[src/rtl/spi_adapter_pkg.sv]
// rtl/spi_adapter_pkg.sv - shared widths and packet helpers for the multi-channel SPI minion adapter
package spi_adapter_pkg;

  // Packets are handled through a fixed-width carrier so the helpers work for any dbits/cbits.
  localparam int unsigned pkt_max_bits = 64;

  // All-zero word driven on pull_msg_data whenever nothing is being pulled.
  localparam logic [pkt_max_bits-1:0] pull_idle_word = '0;

  // Address width for n slots, never narrower than one bit.
  function automatic int calc_cbits(input int n);
    return (n <= 2) ? 1 : $clog2(n);
  endfunction

  // Channel-address field: everything above the payload bits.
  function automatic logic [pkt_max_bits-1:0] pkt_chan(input logic [pkt_max_bits-1:0] pkt,
                                                       input int dbits);
    return pkt >> dbits;
  endfunction

  // Payload field: the low dbits of the packet.
  function automatic logic [pkt_max_bits-1:0] pkt_data(input logic [pkt_max_bits-1:0] pkt,
                                                       input int dbits);
    return pkt & ((64'd1 << dbits) - 64'd1);
  endfunction

endpackage

[src/rtl/spi_adapter_fifo.sv]
// rtl/spi_adapter_fifo.sv - per-channel registered FIFO with full/empty/free-count status
module spi_adapter_fifo
  import spi_adapter_pkg::*;
#(
  parameter int dbits = 8,
  parameter int depth = 2,
  localparam int fbits = $clog2(depth + 1)
) (
  input  logic             clk,
  input  logic             reset,
  input  logic             enq,
  input  logic [dbits-1:0] enq_data,
  input  logic             deq,
  output logic [dbits-1:0] head,
  output logic             full,
  output logic             empty,
  output logic [fbits-1:0] num_free
);

  localparam int abits = calc_cbits(depth);
  localparam logic [abits-1:0] last_slot = abits'(depth - 1);
  localparam logic [fbits-1:0] depth_cnt = fbits'(depth);

  logic [dbits-1:0] mem [depth];
  logic [abits-1:0] wr_ptr;
  logic [abits-1:0] rd_ptr;
  logic [fbits-1:0] count;
  logic             do_enq;
  logic             do_deq;

  assign full     = (count == depth_cnt);
  assign empty    = (count == '0);
  assign num_free = depth_cnt - count;
  assign do_enq   = enq & ~full;
  assign do_deq   = deq & ~empty;
  assign head     = mem[rd_ptr];

  // Storage, pointers and occupancy; a reset wipes every entry so no stale data survives.
  always_ff @(posedge clk or negedge reset) begin
    if (!reset) begin
      wr_ptr <= '0;
      rd_ptr <= '0;
      count  <= '0;
      for (int i = 0; i < depth; i++) mem[i] <= '0;
    end else begin
      if (do_enq) begin
        mem[wr_ptr] <= enq_data;
        wr_ptr      <= (wr_ptr == last_slot) ? '0 : wr_ptr + 1'b1;
      end
      if (do_deq) begin
        rd_ptr <= (rd_ptr == last_slot) ? '0 : rd_ptr + 1'b1;
      end
      if (do_enq && !do_deq) begin
        count <= count + 1'b1;
      end else if (do_deq && !do_enq) begin
        count <= count - 1'b1;
      end
    end
  end

endmodule

[src/rtl/spi_minion_adapter_multichan.sv]
// rtl/spi_minion_adapter_multichan.sv - SPI minion push/pull to nchan val/rdy channel pairs
module spi_minion_adapter_multichan
  import spi_adapter_pkg::*;
#(
  parameter int dbits = 8,
  parameter int nchan = 4,
  parameter int depth = 2,
  localparam int cbits = calc_cbits(nchan)
) (
  input  logic                   clk,
  input  logic                   reset,
  input  logic                   pull_en,
  output logic                   pull_msg_val,
  output logic                   pull_msg_spc,
  output logic [cbits+dbits-1:0] pull_msg_data,
  input  logic                   push_en,
  input  logic                   push_msg_val_wrt,
  input  logic                   push_msg_val_rd,
  input  logic [cbits+dbits-1:0] push_msg_data,
  input  logic [nchan*dbits-1:0] recv_msg,
  input  logic [nchan-1:0]       recv_val,
  output logic [nchan-1:0]       recv_rdy,
  output logic [nchan*dbits-1:0] send_msg,
  output logic [nchan-1:0]       send_val,
  input  logic [nchan-1:0]       send_rdy,
  output logic [nchan-1:0]       parity,
  input  logic                   err_clr,
  output logic [nchan-1:0]       err_overflow,
  output logic                   err_underflow
);

  localparam int fbits = $clog2(depth + 1);

  logic             wr;
  logic             rd;
  logic [cbits-1:0] addr;
  logic [dbits-1:0] wdata;
  logic [nchan-1:0] hit;
  logic [nchan-1:0] ovf_set;

  logic [nchan-1:0] mc_full;
  logic [nchan-1:0] mc_empty;
  logic [nchan-1:0] mc_enq;
  logic [nchan-1:0] mc_deq;
  logic [fbits-1:0] mc_free [nchan];
  logic [dbits-1:0] mc_head [nchan];

  logic [nchan-1:0] cm_full;
  logic [nchan-1:0] cm_empty;
  logic [nchan-1:0] cm_enq;
  logic [nchan-1:0] cm_deq;
  logic [fbits-1:0] cm_free_unused [nchan];
  logic [dbits-1:0] cm_head [nchan];

  logic [cbits-1:0] rr_ptr;
  logic [cbits-1:0] grant_id;
  logic [cbits-1:0] scan_id;
  logic             grant_found;
  logic             rdy_en;

  assign wr    = push_en & push_msg_val_wrt;
  assign rd    = pull_en & push_msg_val_rd;
  assign addr  = cbits'(pkt_chan(pkt_max_bits'(push_msg_data), dbits));
  assign wdata = dbits'(pkt_data(pkt_max_bits'(push_msg_data), dbits));

  for (genvar c = 0; c < nchan; c++) begin : g_chan
    // Out-of-range addresses match no channel, so they are dropped without a flag.
    assign hit[c]     = wr && (addr == cbits'(c));
    assign ovf_set[c] = hit[c] & mc_full[c];
    assign mc_enq[c]  = hit[c] & ~mc_full[c];
    assign send_val[c] = ~mc_empty[c];
    assign mc_deq[c]  = send_val[c] & send_rdy[c];
    assign send_msg[c*dbits +: dbits] = mc_head[c];
    assign parity[c]  = (^mc_head[c]) & send_val[c];

    assign recv_rdy[c] = rdy_en & ~cm_full[c];
    assign cm_enq[c]   = recv_val[c] & recv_rdy[c];
    assign cm_deq[c]   = pull_msg_val && (grant_id == cbits'(c));

    spi_adapter_fifo #(.dbits(dbits), .depth(depth)) u_mc_fifo (
      .clk      (clk),
      .reset    (reset),
      .enq      (mc_enq[c]),
      .enq_data (wdata),
      .deq      (mc_deq[c]),
      .head     (mc_head[c]),
      .full     (mc_full[c]),
      .empty    (mc_empty[c]),
      .num_free (mc_free[c])
    );

    spi_adapter_fifo #(.dbits(dbits), .depth(depth)) u_cm_fifo (
      .clk      (clk),
      .reset    (reset),
      .enq      (cm_enq[c]),
      .enq_data (recv_msg[c*dbits +: dbits]),
      .deq      (cm_deq[c]),
      .head     (cm_head[c]),
      .full     (cm_full[c]),
      .empty    (cm_empty[c]),
      .num_free (cm_free_unused[c])
    );
  end

  // Space is reported only if every channel still has a slot after this cycle's write lands.
  always_comb begin
    pull_msg_spc = 1'b1;
    for (int c = 0; c < nchan; c++) begin
      if (hit[c] ? (mc_free[c] <= fbits'(1)) : (mc_free[c] == '0)) begin
        pull_msg_spc = 1'b0;
      end
    end
  end

  // Round-robin scan: first non-empty core->minion queue at or after rr_ptr.
  always_comb begin
    grant_found = 1'b0;
    grant_id    = '0;
    scan_id     = '0;
    for (int i = 0; i < nchan; i++) begin
      scan_id = cbits'((int'(rr_ptr) + i) % nchan);
      if (!grant_found && !cm_empty[scan_id]) begin
        grant_found = 1'b1;
        grant_id    = scan_id;
      end
    end
  end

  assign pull_msg_val  = rd & grant_found;
  assign pull_msg_data = pull_msg_val ? {grant_id, cm_head[grant_id]}
                                      : (cbits+dbits)'(pull_idle_word);

  // Advance the arbiter past each granted channel; recv_rdy comes up one edge after reset.
  always_ff @(posedge clk or negedge reset) begin
    if (!reset) begin
      rr_ptr <= '0;
      rdy_en <= 1'b0;
    end else begin
      rdy_en <= 1'b1;
      if (pull_msg_val) begin
        rr_ptr <= (grant_id == cbits'(nchan - 1)) ? '0 : grant_id + 1'b1;
      end
    end
  end

  // Sticky error flags: clear on err_clr, but a new error in the same cycle wins.
  always_ff @(posedge clk or negedge reset) begin
    if (!reset) begin
      err_overflow  <= '0;
      err_underflow <= 1'b0;
    end else begin
      err_overflow  <= (err_clr ? '0 : err_overflow) | ovf_set;
      err_underflow <= (err_clr ? 1'b0 : err_underflow) | (rd & ~grant_found);
    end
  end

endmodule

[config.mk]
export PLATFORM = sky130hd
export DESIGN_NAME = spi_minion_adapter_multichan
export DESIGN_NICKNAME = d
export VERILOG_FILES = /design/src/rtl/spi_adapter_pkg.sv /design/src/rtl/spi_adapter_fifo.sv /design/src/rtl/spi_minion_adapter_multichan.sv
export SDC_FILE = /design/constraint.sdc
export NUM_CORES = 1
export LEC_CHECK = 0
export CAP_MARGIN = 20
export CORE_MARGIN = 8
export CORE_UTILIZATION = 55
export CTS_CLUSTER_DIAMETER = 30
export DETAILED_ROUTE_END_ITERATION = 8
export GPL_ROUTABILITY_DRIVEN = 1
export PLACE_DENSITY = 0.78
export SLEW_MARGIN = 20
export SYNTH_ARGS = -nofsm -noshare
export SYNTH_HDL_FRONTEND = slang
export SYNTH_SLANG_ARGS = --single-unit
[constraint.sdc]
create_clock -name clk -period 2.6 [get_ports clk]
set_input_delay 0.52 -clock clk [delete_from_list [all_inputs] [get_ports clk]]
set_output_delay 0.52 -clock clk [all_outputs]
set_load 0.02 [all_outputs]
==> results.md <==
- Vias post-DR: 5480
- R2R depth: 11
- Vias per inst: 5.44
- Nets@finish: 886
- Pins over their slew limit: 0
- All-Layer GR Usage: 0.219
- Number of fillers in the final layout: 867
- Ant diodes: 0
- Share of cells above drive strength 1: 0.434
- Worst-Margin Slew: 592 ps
- Post-route clock period utilization: 1.07
- Crit Path Category: flip-flop to output pin
- Avg WL per Cell: 20.4 µm
- Crit Path Max Fanout: 8
- Netlist cell types: 42
- Starting density of the core: 0.563
- Worst Setup End Kind: output pin
- Max rail drop VDD: 0.866 mV
- Pwr/cell area: 1560 nW/µm²
- CTS H-tree depth: 4
- Number of synthesized flops with an enable pin: 0
- Port buffer count: 117
- Failing checks: negative setup slack
- Antenna viol nets, final: 0
- Critical R2R Capture: g_chan[2].u_cm_fifo.count[1]
- Post-synthesis instance total: 608
- CTS sink cnt: 168
- Leading post-synthesis cells by cell area: dfrtp_1 51%, mux2_2 24%, mux2i_1 3.9%
- Initial antenna violation count: 0
- RSZ-0062 raised after global routing: true
- Core footprint: 14500 µm²
- CTS Buf Count: 17
- Final min period: 2790 ps
- Post-route insts no fill: 1007
- Detailed Place HPWL: 14100 µm
- Max-Cap Viols: 0
- Vias in the first global route: 6101
- Ports: 118
- Storage element area: 4210 µm²
- P&R area growth vs syn: 36.4%
- Metal3 WL: 1090 µm
- Post-synthesis register bit count: 168
- Synth area leader: dfrtp_1
- Top FF cell, synth: dfrtp_1
- R2r startpoint: g_chan[1].u_cm_fifo.count[1]
- Pwr Total: 17400 µW
- CTS Root Cell: clkbuf_16
- Uppermost layer routed: met4
- Synth warn: 0
- Status: complete, but fails checks
- Die area: 19000 µm²
- Post-place setup slack: -303 ps
- Hold violation total from the final report: 0
- Most numerous cell in the Yosys netlist: mux2_2
- Final core utilization: 0.768
- Synth top cells by count: 176 x mux2_2, 168 x dfrtp_1, 32 x mux2i_1, 32 x xor2_1, 24 x nand2_1
- Routed WL: 20600 µm
- Area share of the largest cell type after synthesis: 0.514
- DR iter-0 viols: 216
- Placement Rows: 44
- Setup TNS Final: -2040 ps
- Placed Cells: 954
- Routability cong.: 0.843
- Syn_area_per_cell: 13.5 µm²
- DIE WIDTH: 138 µm
- Pin count of the biggest net entering global routing: 64
- Area of the multi-input gates: 4090 µm²
- Worst setup margin: -190 ps
- Aggregate global routing overflow: 0
- Async set or reset register ratio after synthesis: 1.00
- Worst R2R Setup Slack: -50 ps
- Final Setup Violations: 13
- Worst Path Required: 2080 ps
- Routed wl met2: 10800 µm
- Max Fclk: 0.358 GHz
- Leakage: 0.00520 µW
- CP endpoint: parity[2]
- M1 WL: 8060 µm
- Seq/Total Area, Yosys: 0.514
- Synthesized area: 8180 µm²
- Initial DRT Pass Iterations: 4
- Crit start category: flip-flop
- Final routed DRC violation total: 0
- Clock transition at the registers of the reported paths: 60 ps
- Die Ht: 138 µm
- Launch point of the worst path: g_chan[2].u_mc_fifo.rd_ptr
- Worst Path Arrival: 2270 ps
- Relative slew slack: 0.605
- Post-Syn Nets: 683
- HP Class: input pin to async pin
- TritonCTS clock tree: built
- First-pass GRT wire length: 31800 µm
- Max clock buf depth: 2
- Clock Skew: 6.15 ps
- Clock latency on the worst-skew pair: 420 ps
==> how the worst min path moves through the flow <==
stage	from	to	slack (ps)
detailed placement	reset	g_chan[2].u_mc_fifo.mem[5]	470
global route	reset	g_chan[2].u_mc_fifo.mem[5]	20
CTS	reset	g_chan[2].u_mc_fifo.mem[5]	20
floorplan	reset	err_overflow[0]	220
finish	reset	g_chan[2].u_mc_fifo.mem[5]	0.6
global placement	reset	g_chan[2].u_mc_fifo.mem[5]	450
==> stage by stage <==
stage,cell area [µm²],hold WS [ps]
final,11200,0.623
after global routing,11200,19.6
after CTS,10900,15.9
after detailed placement,10000,474
after global placement,10000,454
after floorplan,8180,224
==> registers in the layout (all words and copies together), names as in the netlist <==
| register | cells |
|---|---|
| err_overflow | 4 |
| err_underflow | 1 |
| g_chan.u_cm_fifo.count | 8 |
| g_chan.u_cm_fifo.mem | 64 |
| g_chan.u_cm_fifo.rd_ptr | 4 |
| g_chan.u_cm_fifo.wr_ptr | 4 |
| g_chan.u_mc_fifo.count | 8 |
| g_chan.u_mc_fifo.mem | 64 |
| g_chan.u_mc_fifo.rd_ptr | 4 |
| g_chan.u_mc_fifo.wr_ptr | 4 |
| rdy_en | 1 |
| rr_ptr | 2 |
==> cell families (layout without fill, tap and decap cells) <==
group                      Yosys count  in the layout  share of synthesized area
DFF                                168            168                      0.514
buffers and inverters               46            261                     0.0223
xor gates and xnor gates            60             60                     0.0798
muxes                              208            208                      0.281
adders and majority gates           18             18                     0.0275
other                                1              1                   0.000458
AOI/OAI and AO/OA                   27             27                     0.0231
and+or+nand+nor                     80             80                     0.0514
==> critical path, cell delays in order, from the launching register on <==
cell,delay [ps]
dfrtp_2,500
buf_6,130
mux2_2,340
xor2_1,130
xor3_1,420
and2_1,170
buf_4,150
==> area by class of cell <==
type / instances / share of cell area
clock buffers: 19 / 0.0397
clock inverters: 12 / 0.0157
inverters: 25 / 0.00863
multi-input cells: 394 / 0.366
flip-flops and latches: 168 / 0.377
well taps: 184 / 0.0206
repair buffers: 205 / 0.172
==> repair_timing <==
item / 4_1_cts / 5_1_grt
endpoints found under the setup margin: 24 / 21
pin swaps: 10 / 14
setup buffers: 13 / 8
gates cloned: 1 / 0
gates resized for setup: 124 / 46
hold buffers: 0 / 0
==> power by group <==
group	leakage [µW]	internal (µW)	switching [µW]
clock	0.000307	1630	1020
sequential	0.00204	3900	858
combinational	0.00285	5670	4340
==> cells in the final DEF (no fill, tap or decap), drive strengths merged, types with 2 or more instances in the layout <==
cell / count
nor2: 21
a21boi: 4
nand3b: 2
clkbuf: 20
nor3b: 2
dlymetal6s2s: 3
nor3: 3
o21ai: 7
and2: 10
buf: 104
clkinv: 7
nand3: 4
inv: 26
bufinv: 4
o32a: 2
nand2: 24
clkdlybuf4s50: 95
mux2i: 32
nor2b: 2
nand2b: 4
xor2: 32
dfrtp: 168
nor4: 2
xor3: 8
mux2: 176
xnor2: 20
o22ai: 10
or4: 2
dlygate4sd2: 2
ha: 18
==> per-layer routing <==
metal  up-vias  track usage
met1      2774        0.250
met4         0       0.0878
met2       143        0.384
met5         -            0
li1       2524            -
met3        39       0.0562
(Power assumes the default switching activity.)
